--- config.mk ---
export PLATFORM = sky130hd
export DESIGN_NAME = avalon_packetizer_flat
export DESIGN_NICKNAME = d
export VERILOG_FILES = /design/src/rtl/avalon_packetizer_pkg.sv /design/src/rtl/avalon_st_if.sv /design/src/rtl/avalon_st_out_reg.sv /design/src/rtl/avalon_packetizer.sv /design/src/flat_wrapper.sv
export SDC_FILE = /design/constraint.sdc
export NUM_CORES = 1
export LEC_CHECK = 0
export ABC_AREA = 1
export CORE_MARGIN = 1
export CORE_UTILIZATION = 52
export CTS_BUF_LIST = sky130_fd_sc_hd__clkbuf_4 sky130_fd_sc_hd__clkbuf_8 sky130_fd_sc_hd__clkbuf_16
export DETAILED_ROUTE_END_ITERATION = 6
export HOLD_SLACK_MARGIN = 0.08
export PLACE_DENSITY = 0.82
export SLEW_MARGIN = 40
export SYNTH_ARGS = -nofsm -noshare
export SYNTH_HDL_FRONTEND = slang
export SYNTH_SLANG_ARGS = --single-unit
--- constraint.sdc ---
create_clock -name clk -period 2.9 [get_ports clk]
set_input_delay 0.87 -clock clk [delete_from_list [all_inputs] [get_ports clk]]
set_output_delay 0.87 -clock clk [all_outputs]
set_load 0.05 [all_outputs]
--- src/rtl/avalon_packetizer_pkg.sv ---
// Shared types and width helpers for the Avalon-ST packetizer.
// The hold register struct is sized for the widest supported beat and index.
package avalon_packetizer_pkg;

    localparam int STATS_W     = 16;
    localparam int HOLD_DATA_W = 512;
    localparam int HOLD_IDX_W  = 16;

    typedef struct packed {
        logic [HOLD_DATA_W-1:0] data;
        logic [HOLD_IDX_W-1:0]  idx;
        logic                   final_beat;
        logic                   full;
    } hold_t;

    function automatic int idx_width(input int max_beats);
        return (max_beats > 1) ? $clog2(max_beats) : 1;
    endfunction

    function automatic int idle_width(input int timeout);
        return $clog2(timeout + 1);
    endfunction

    function automatic int empty_width(input int bytes);
        return (bytes > 1) ? $clog2(bytes) : 1;
    endfunction

endpackage

--- src/rtl/avalon_st_if.sv ---
// Avalon-ST beat interface: source drives data/vld/sop/eop/empty, sink drives rdy.
// A beat transfers on a rising edge where vld && rdy; the source holds all fields stable while vld && !rdy.
interface avalon_st_if #(
    parameter int DATA_WIDTH_IN_BYTES = 1
);
    localparam int EMPTY_W = (DATA_WIDTH_IN_BYTES > 1) ? $clog2(DATA_WIDTH_IN_BYTES) : 1;

    logic [8*DATA_WIDTH_IN_BYTES-1:0] data;
    logic                             vld;
    logic                             rdy;
    logic                             sop;
    logic                             eop;
    logic [EMPTY_W-1:0]               empty;

    modport source (output data, vld, sop, eop, empty, input rdy);
    modport sink   (input data, vld, sop, eop, empty, output rdy);
endinterface

--- src/rtl/avalon_st_out_reg.sv ---
// Registered Avalon-ST source slice: loads a beat when the slot is free and holds it under backpressure.
// The caller must only assert load while o_free is high.
module avalon_st_out_reg #(
    parameter int DATA_W  = 8,
    parameter int EMPTY_W = 1
) (
    input  logic               clk,
    input  logic               rst,
    input  logic               load,
    input  logic [DATA_W-1:0]  load_data,
    input  logic               load_sop,
    input  logic               load_eop,
    input  logic [EMPTY_W-1:0] load_empty,
    input  logic               rdy,
    output logic               vld,
    output logic [DATA_W-1:0]  data,
    output logic               sop,
    output logic               eop,
    output logic [EMPTY_W-1:0] empty,
    output logic               o_free
);

    assign o_free = !vld || rdy;

    always_ff @(posedge clk) begin
        if (rst) begin
            vld   <= 1'b0;
            data  <= '0;
            sop   <= 1'b0;
            eop   <= 1'b0;
            empty <= '0;
        end else if (load) begin
            vld   <= 1'b1;
            data  <= load_data;
            sop   <= load_sop;
            eop   <= load_eop;
            empty <= load_empty;
        end else if (rdy) begin
            vld <= 1'b0;
        end
    end

endmodule

--- src/rtl/avalon_packetizer.sv ---
// Reframes a raw Avalon-ST beat stream into packets of up to MAX_PKT_BEATS beats, closing early on input idle.
// Optional statistics ports are enabled with AVALON_PACKETIZER_STATS_EN.
module avalon_packetizer
    import avalon_packetizer_pkg::*;
#(
    parameter int DATA_WIDTH_IN_BYTES = 1,
    parameter int MAX_PKT_BEATS       = 4,
    parameter int IDLE_TIMEOUT        = 8
) (
    input  logic               clk,
    input  logic               rst,
    avalon_st_if.sink          msg_in,
    avalon_st_if.source        msg_out
`ifdef AVALON_PACKETIZER_STATS_EN
    ,
    output logic [STATS_W-1:0] pkt_count,
    output logic [STATS_W-1:0] flush_count
`endif
);

    localparam int DW      = 8 * DATA_WIDTH_IN_BYTES;
    localparam int IDX_W   = idx_width(MAX_PKT_BEATS);
    localparam int IDLE_W  = idle_width(IDLE_TIMEOUT);
    localparam int EMPTY_W = empty_width(DATA_WIDTH_IN_BYTES);
    localparam logic [IDX_W-1:0]  LAST_IDX  = IDX_W'(MAX_PKT_BEATS - 1);
    localparam logic [IDLE_W-1:0] TIMEOUT_V = IDLE_W'(IDLE_TIMEOUT);

    hold_t               hold;
    logic [IDX_W-1:0]    idx_cnt;
    logic [IDLE_W-1:0]   idle_cnt;
    logic [IDLE_W-1:0]   idle_next;
    logic [DW-1:0]       in_data;
    logic                o_free;
    logic                in_rdy;
    logic                accept;
    logic                move;
    logic                idle_tick;
    logic                timeout_hit;

    logic                o_vld;
    logic [DW-1:0]       o_data;
    logic                o_sop;
    logic                o_eop;
    logic [EMPTY_W-1:0]  o_empty;

    assign in_data    = msg_in.data;
    assign in_rdy     = !hold.full || o_free;
    assign msg_in.rdy = in_rdy;
    assign accept     = msg_in.vld && in_rdy;

    // A held beat may only leave once its eop flag is known: either a successor
    // arrives (so it is not last) or it has already been marked final.
    assign move = hold.full && o_free && (accept || hold.final_beat);

    assign idle_tick   = hold.full && !hold.final_beat && !accept;
    assign idle_next   = (idle_cnt == '1) ? idle_cnt : idle_cnt + 1'b1;
    assign timeout_hit = idle_tick && (idle_next == TIMEOUT_V);

    always_ff @(posedge clk) begin
        if (rst) begin
            hold     <= '0;
            idx_cnt  <= '0;
            idle_cnt <= '0;
        end else if (accept) begin
            hold.data       <= HOLD_DATA_W'(in_data);
            hold.idx        <= HOLD_IDX_W'(idx_cnt);
            hold.final_beat <= (idx_cnt == LAST_IDX);
            hold.full       <= 1'b1;
            idx_cnt         <= (idx_cnt == LAST_IDX) ? '0 : idx_cnt + 1'b1;
            idle_cnt        <= '0;
        end else if (move) begin
            hold.full       <= 1'b0;
            hold.final_beat <= 1'b0;
        end else if (idle_tick) begin
            idle_cnt <= idle_next;
            // Timeout closes the packet: the held beat becomes its last beat
            // and the next accepted beat starts a fresh packet.
            if (timeout_hit) begin
                hold.final_beat <= 1'b1;
                idx_cnt         <= '0;
            end
        end
    end

    avalon_st_out_reg #(
        .DATA_W  (DW),
        .EMPTY_W (EMPTY_W)
    ) u_out_reg (
        .clk        (clk),
        .rst        (rst),
        .load       (move),
        .load_data  (hold.data[DW-1:0]),
        .load_sop   (hold.idx == '0),
        .load_eop   (hold.final_beat),
        .load_empty ('0),
        .rdy        (msg_out.rdy),
        .vld        (o_vld),
        .data       (o_data),
        .sop        (o_sop),
        .eop        (o_eop),
        .empty      (o_empty),
        .o_free     (o_free)
    );

    assign msg_out.vld   = o_vld;
    assign msg_out.data  = o_data;
    assign msg_out.sop   = o_sop;
    assign msg_out.eop   = o_eop;
    assign msg_out.empty = o_empty;

`ifdef AVALON_PACKETIZER_STATS_EN
    always_ff @(posedge clk) begin
        if (rst) begin
            pkt_count   <= '0;
            flush_count <= '0;
        end else begin
            if (o_vld && msg_out.rdy && o_eop && (pkt_count != '1)) begin
                pkt_count <= pkt_count + 1'b1;
            end
            if (timeout_hit && (flush_count != '1)) begin
                flush_count <= flush_count + 1'b1;
            end
        end
    end
`endif

endmodule

--- src/flat_wrapper.sv ---
// flat-port wrapper written by rule: the top's interface ports become plain ports
module avalon_packetizer_flat import avalon_packetizer_pkg::*;
#(
    parameter int DATA_WIDTH_IN_BYTES = 1,
    parameter int MAX_PKT_BEATS       = 4,
    parameter int IDLE_TIMEOUT        = 8
)
  (clk, rst, msg_in_data, msg_in_vld, msg_in_sop, msg_in_eop, msg_in_empty, msg_in_rdy, msg_out_data, msg_out_vld, msg_out_sop, msg_out_eop, msg_out_empty, msg_out_rdy);
  avalon_st_if #(.DATA_WIDTH_IN_BYTES(DATA_WIDTH_IN_BYTES)) msg_in_i ();
  avalon_st_if #(.DATA_WIDTH_IN_BYTES(DATA_WIDTH_IN_BYTES)) msg_out_i ();
  input  logic clk;
  input  logic rst;
  input wire logic [$bits(msg_in_i.data)-1:0] msg_in_data;
  input wire logic [$bits(msg_in_i.vld)-1:0] msg_in_vld;
  input wire logic [$bits(msg_in_i.sop)-1:0] msg_in_sop;
  input wire logic [$bits(msg_in_i.eop)-1:0] msg_in_eop;
  input wire logic [$bits(msg_in_i.empty)-1:0] msg_in_empty;
  output wire logic [$bits(msg_in_i.rdy)-1:0] msg_in_rdy;
  output wire logic [$bits(msg_out_i.data)-1:0] msg_out_data;
  output wire logic [$bits(msg_out_i.vld)-1:0] msg_out_vld;
  output wire logic [$bits(msg_out_i.sop)-1:0] msg_out_sop;
  output wire logic [$bits(msg_out_i.eop)-1:0] msg_out_eop;
  output wire logic [$bits(msg_out_i.empty)-1:0] msg_out_empty;
  input wire logic [$bits(msg_out_i.rdy)-1:0] msg_out_rdy;
  assign msg_in_i.data = msg_in_data;
  assign msg_in_i.vld = msg_in_vld;
  assign msg_in_i.sop = msg_in_sop;
  assign msg_in_i.eop = msg_in_eop;
  assign msg_in_i.empty = msg_in_empty;
  assign msg_in_rdy = msg_in_i.rdy;
  assign msg_out_data = msg_out_i.data;
  assign msg_out_vld = msg_out_i.vld;
  assign msg_out_sop = msg_out_i.sop;
  assign msg_out_eop = msg_out_i.eop;
  assign msg_out_empty = msg_out_i.empty;
  assign msg_out_i.rdy = msg_out_rdy;
  avalon_packetizer #(.DATA_WIDTH_IN_BYTES(DATA_WIDTH_IN_BYTES), .MAX_PKT_BEATS(MAX_PKT_BEATS), .IDLE_TIMEOUT(IDLE_TIMEOUT)) u_core (.clk(clk), .rst(rst), .msg_in(msg_in_i), .msg_out(msg_out_i));
endmodule
==> results <==
- Counting every net in the synthesized netlist gives between 150 and 200.
- The number of cells produced by synthesis is 159.
- The number of hold-repair buffers added at the cts stage is 0.
- The die is about 50 um wide.
- The critical path's largest stage delay is 420 ps.
- The initial core utilization is 55.74%.
- The endpoint type of the worst setup path is an output pin.
- In this run the tightest slew margin relative to its limit is 66.59%.
- The top cell type by area accounts for a little under half of the synthesized area.
- The H-tree was split into 2 levels.
- For this run, design rule violations remaining after detail routing come to 0.
- For this design the static power due to leakage is ~0.00064 uW.
- After floorplanning, the core was divided into 17 placement rows.
- The worst register-to-register path begins at u_core.idle_cnt[0].
- The portion of the post-synthesis area used by sequential elements is 46.63%.
- The detailed router's first-iteration violation count is 15.
- The number of nets with antenna violations after routing is 0.
- Summed over all nets, the half-perimeter wirelength after detailed placement is 1688 um.
- The synthesis-to-finish area growth is 26.03%.
- The final setup skew is 10.41 ps.
- In this run the most critical hold path is launched from u_core.u_out_reg.data[4].
- The repair_antennas step left the layout with diodes totalling 0.
- The average wire per cell in the routed design is 10.76 um.
- After layout, the worst path uses between 80 and 90% of the clock period.
- The clock passes through at most 2 buffers.
- Derived from the worst setup path, the maximum achievable clock frequency is 0.3903 GHz.
- Cells with a size suffix above 1 make up ~15% of the layout.
- The I/O pin count is 28.
- The total CTS buffers is 5.
- The area of the placeable core is 2233 sq um.
- The tree is rooted in a sky130_fd_sc_hd__clkbuf_4.
- Clock-pin slew was measured on the worst setup and hold paths at 90 ps.
- TritonCTS built the clock tree.
- Walking the worst path, the cells encountered are clkdlybuf4s50_1 > inv_2 > nand3_2 > buf_12.
- A synthesized cell averages 7.830 sq um.
- The count of different cell masters after synthesis is 25.
- The worst hold margin is 446.3 ps.
- The total of endpoints with negative setup slack in the final report is 0.
- Entering global routing, the biggest net connects 21 pins.
- The routed via count divided by cell count is 4.858.
- The critical path startpoint category is an input pin.
- The detailed-route via count is 1030.
- The kind of critical path is input pin to output pin.
- The first global-routing pass estimated 3946 um of wire.
- The measured slew at the worst slew-check pin is 499.5 ps.
- The critical-path cell with the highest stage delay is sky130_fd_sc_hd__clkdlybuf4s50_1.
- By area the synthesized netlist is led by sky130_fd_sc_hd__dfxtp_1, sky130_fd_sc_hd__nor2_1, sky130_fd_sc_hd__a21oi_1, sky130_fd_sc_hd__inv_1, sky130_fd_sc_hd__o21ai_0.
- Counting buffers and inverters, the worst setup path is 4 cells deep.
- After clock tree synthesis, the repair step resized 0 gates.
- The cell area that synthesis handed to floorplanning was 1245 sq um.
- Among cell families on the critical path, the largest total delay comes from buffers and inverters.
- The worst hold path passes through 2 cells.
- At the end of the flow, the number of nets in the layout was 200.
- The data required time at the worst endpoint is 2030 ps.
- The largest vdd supply drop is 0.7630 mV.
- Once the clock tree was built, the setup fixing pass inserted 0 buffers.
- The height of the die is 50.93 um.
- Global routing used 21.08% of the available tracks across all layers.
- The initial antenna violation count is 0.
- The worst register-to-register path has a depth of 8.
- The Yosys warning count is 0.
- The final-report hold violation count is 0.
- Of all nets on the critical path, the largest fanout is 3.
- The die covers 2594 sq um.
- Subtracting the final worst setup slack from the clock period gives 2562 ps.
- For this run the aggregate overflow at the end of global routing stands at 0.
- The startpoint of the most critical setup path is msg_out_rdy.
- The number of sinks driven by the clock tree is 29.
- The number of global-route vias before repair is roughly 980.
- Setup repair after global routing left no endpoint under its margin.
- The total buffers and inverters traversed by the critical path is 3.
- The summed negative setup slack over all endpoints is 0 ps.
- Synthesis inferred 29 register bits.
- The number of buffers added on ports is 23.
- The clock insertion delay at the later pin of the skew report is 330 ps.
- The path class of the tightest hold or removal check is flop to flop.
- The arrival time at the worst endpoint is 1690 ps.
- The biggest area contributor in the post-synthesis netlist is sky130_fd_sc_hd__dfxtp_1.
- The congestion estimate from routability-driven global placement came to 0.7747.
- The worst path meets setup with 338.0 ps of slack.
- The power density relative to cell area is between 600 and 700 nW/um^2.
- The first TritonRoute pass finished after 4 iterations.
- At the placement stage, the worst setup path has a slack of 331.1 ps.
- Summed over all layers, the routed wires come to 2281 um.
- The final-report max-slew violation count is 0.
- The max-capacitance violation count is 0.
- The flow ran to the end, and the final reports show no timing, DRC or antenna violations.
cell usage after synthesis, drive strengths merged:
cell	n
a21oi	19
buf	5
clkbuf	2
conb	1
dfxtp	29
ha	2
inv	23
nand2	15
nand3	7
nand3b	1
nor2	31
nor3	1
o21ai	23
routing by layer:
metal	part of all wire [%]	GRT usage (%)	wire length [um]	up-vias
met1	42	22.63	962	452
met4	2.1	10.65	48	0
met5	0	0	0	-
met3	4.3	8.333	97	6
li1	-	-	-	551
met2	51	35.53	1172	21
kinds of logic (layout without fill, tap and decap cells):
kind of cell | after synthesis | count (layout) | synth area share [%]
flip-flops | 29 | 29 | 46.63
AND/OR/NAND/NOR | 55 | 55 | 22.51
AO/OA/AOI/OAI | 42 | 42 | 17.79
other | 1 | 1 | 0.3012
buffers and inverters | 30 | 55 | 10.75
adder cells (fa/ha/maj) | 2 | 2 | 2.010
state kept, by name, summed over array words and instances, names as in the netlist:
register,flops
u_core.hold,12
u_core.idle_cnt,4
u_core.idx_cnt,2
u_core.u_out_reg.data,8
u_core.u_out_reg.eop,1
u_core.u_out_reg.sop,1
u_core.u_out_reg.vld,1
tightest hold or removal path, cell delays in order, from the launching register on:
cell and delay, ps:
sky130_fd_sc_hd__dfxtp_1 320, sky130_fd_sc_hd__inv_1 40, sky130_fd_sc_hd__a21oi_1 40
layout make-up:
type / count / area [sq um]
Timing Repair Buffer: 24 / 247.7
Clock buffer: 7 / 58.81
Multi-Input combinational cell: 100 / 530.5
Tap cell: 28 / 35.03
Sequential cell: 29 / 580.6
Fill cell: 174 / 664.4
Clock inverter: 1 / 30.03
Inverter: 23 / 86.33
where the power goes:
part	internal, uW	switching, uW	total [uW]
clock network	215	139	354
logic	58.2	96.1	154
registers	424	15.6	440
metrics by stage:
stage,cell area (sq um),utilization [%],power [uW],cells
after floorplan,1245,-,556.3,159
final,1569,70.25,948.6,212
after global routing,1569,70.25,992.2,212
after global placement,1480,66.27,598.3,204
after detailed placement,1480,66.27,604.0,204
after CTS,1569,70.25,957.5,212
path summary, 6_finish.rpt:
check | slack [ps] | to
hold / removal | 450 | u_core.u_out_reg.data[4]
setup reg to reg | 1560 | u_core.hold[1]
setup / recovery | 340 | msg_in_rdy
hold reg to reg | 450 | u_core.u_out_reg.data[4]
layout by cell type, fill, tap and decap left out:
cell type / n
sky130_fd_sc_hd__nor3_1: 1
sky130_fd_sc_hd__nand3_1: 4
sky130_fd_sc_hd__ha_1: 2
sky130_fd_sc_hd__nor2_2: 3
sky130_fd_sc_hd__nor2_4: 2
sky130_fd_sc_hd__a21oi_2: 2
sky130_fd_sc_hd__a21oi_1: 17
sky130_fd_sc_hd__nand2_4: 1
sky130_fd_sc_hd__nor2_1: 26
sky130_fd_sc_hd__inv_2: 4
sky130_fd_sc_hd__nand3b_4: 1
sky130_fd_sc_hd__clkbuf_4: 6
sky130_fd_sc_hd__o21ai_0: 12
sky130_fd_sc_hd__nand2_2: 1
sky130_fd_sc_hd__buf_4: 1
sky130_fd_sc_hd__o21ai_1: 10
sky130_fd_sc_hd__nand2_1: 13
sky130_fd_sc_hd__dfxtp_1: 29
sky130_fd_sc_hd__o21ai_2: 1
sky130_fd_sc_hd__nand3_2: 3
sky130_fd_sc_hd__bufinv_16: 1
sky130_fd_sc_hd__inv_1: 19
sky130_fd_sc_hd__clkdlybuf4s50_1: 22
sky130_fd_sc_hd__clkbuf_8: 1
sky130_fd_sc_hd__conb_1: 1
sky130_fd_sc_hd__buf_12: 1
Power figures use the tool's default switching activity.
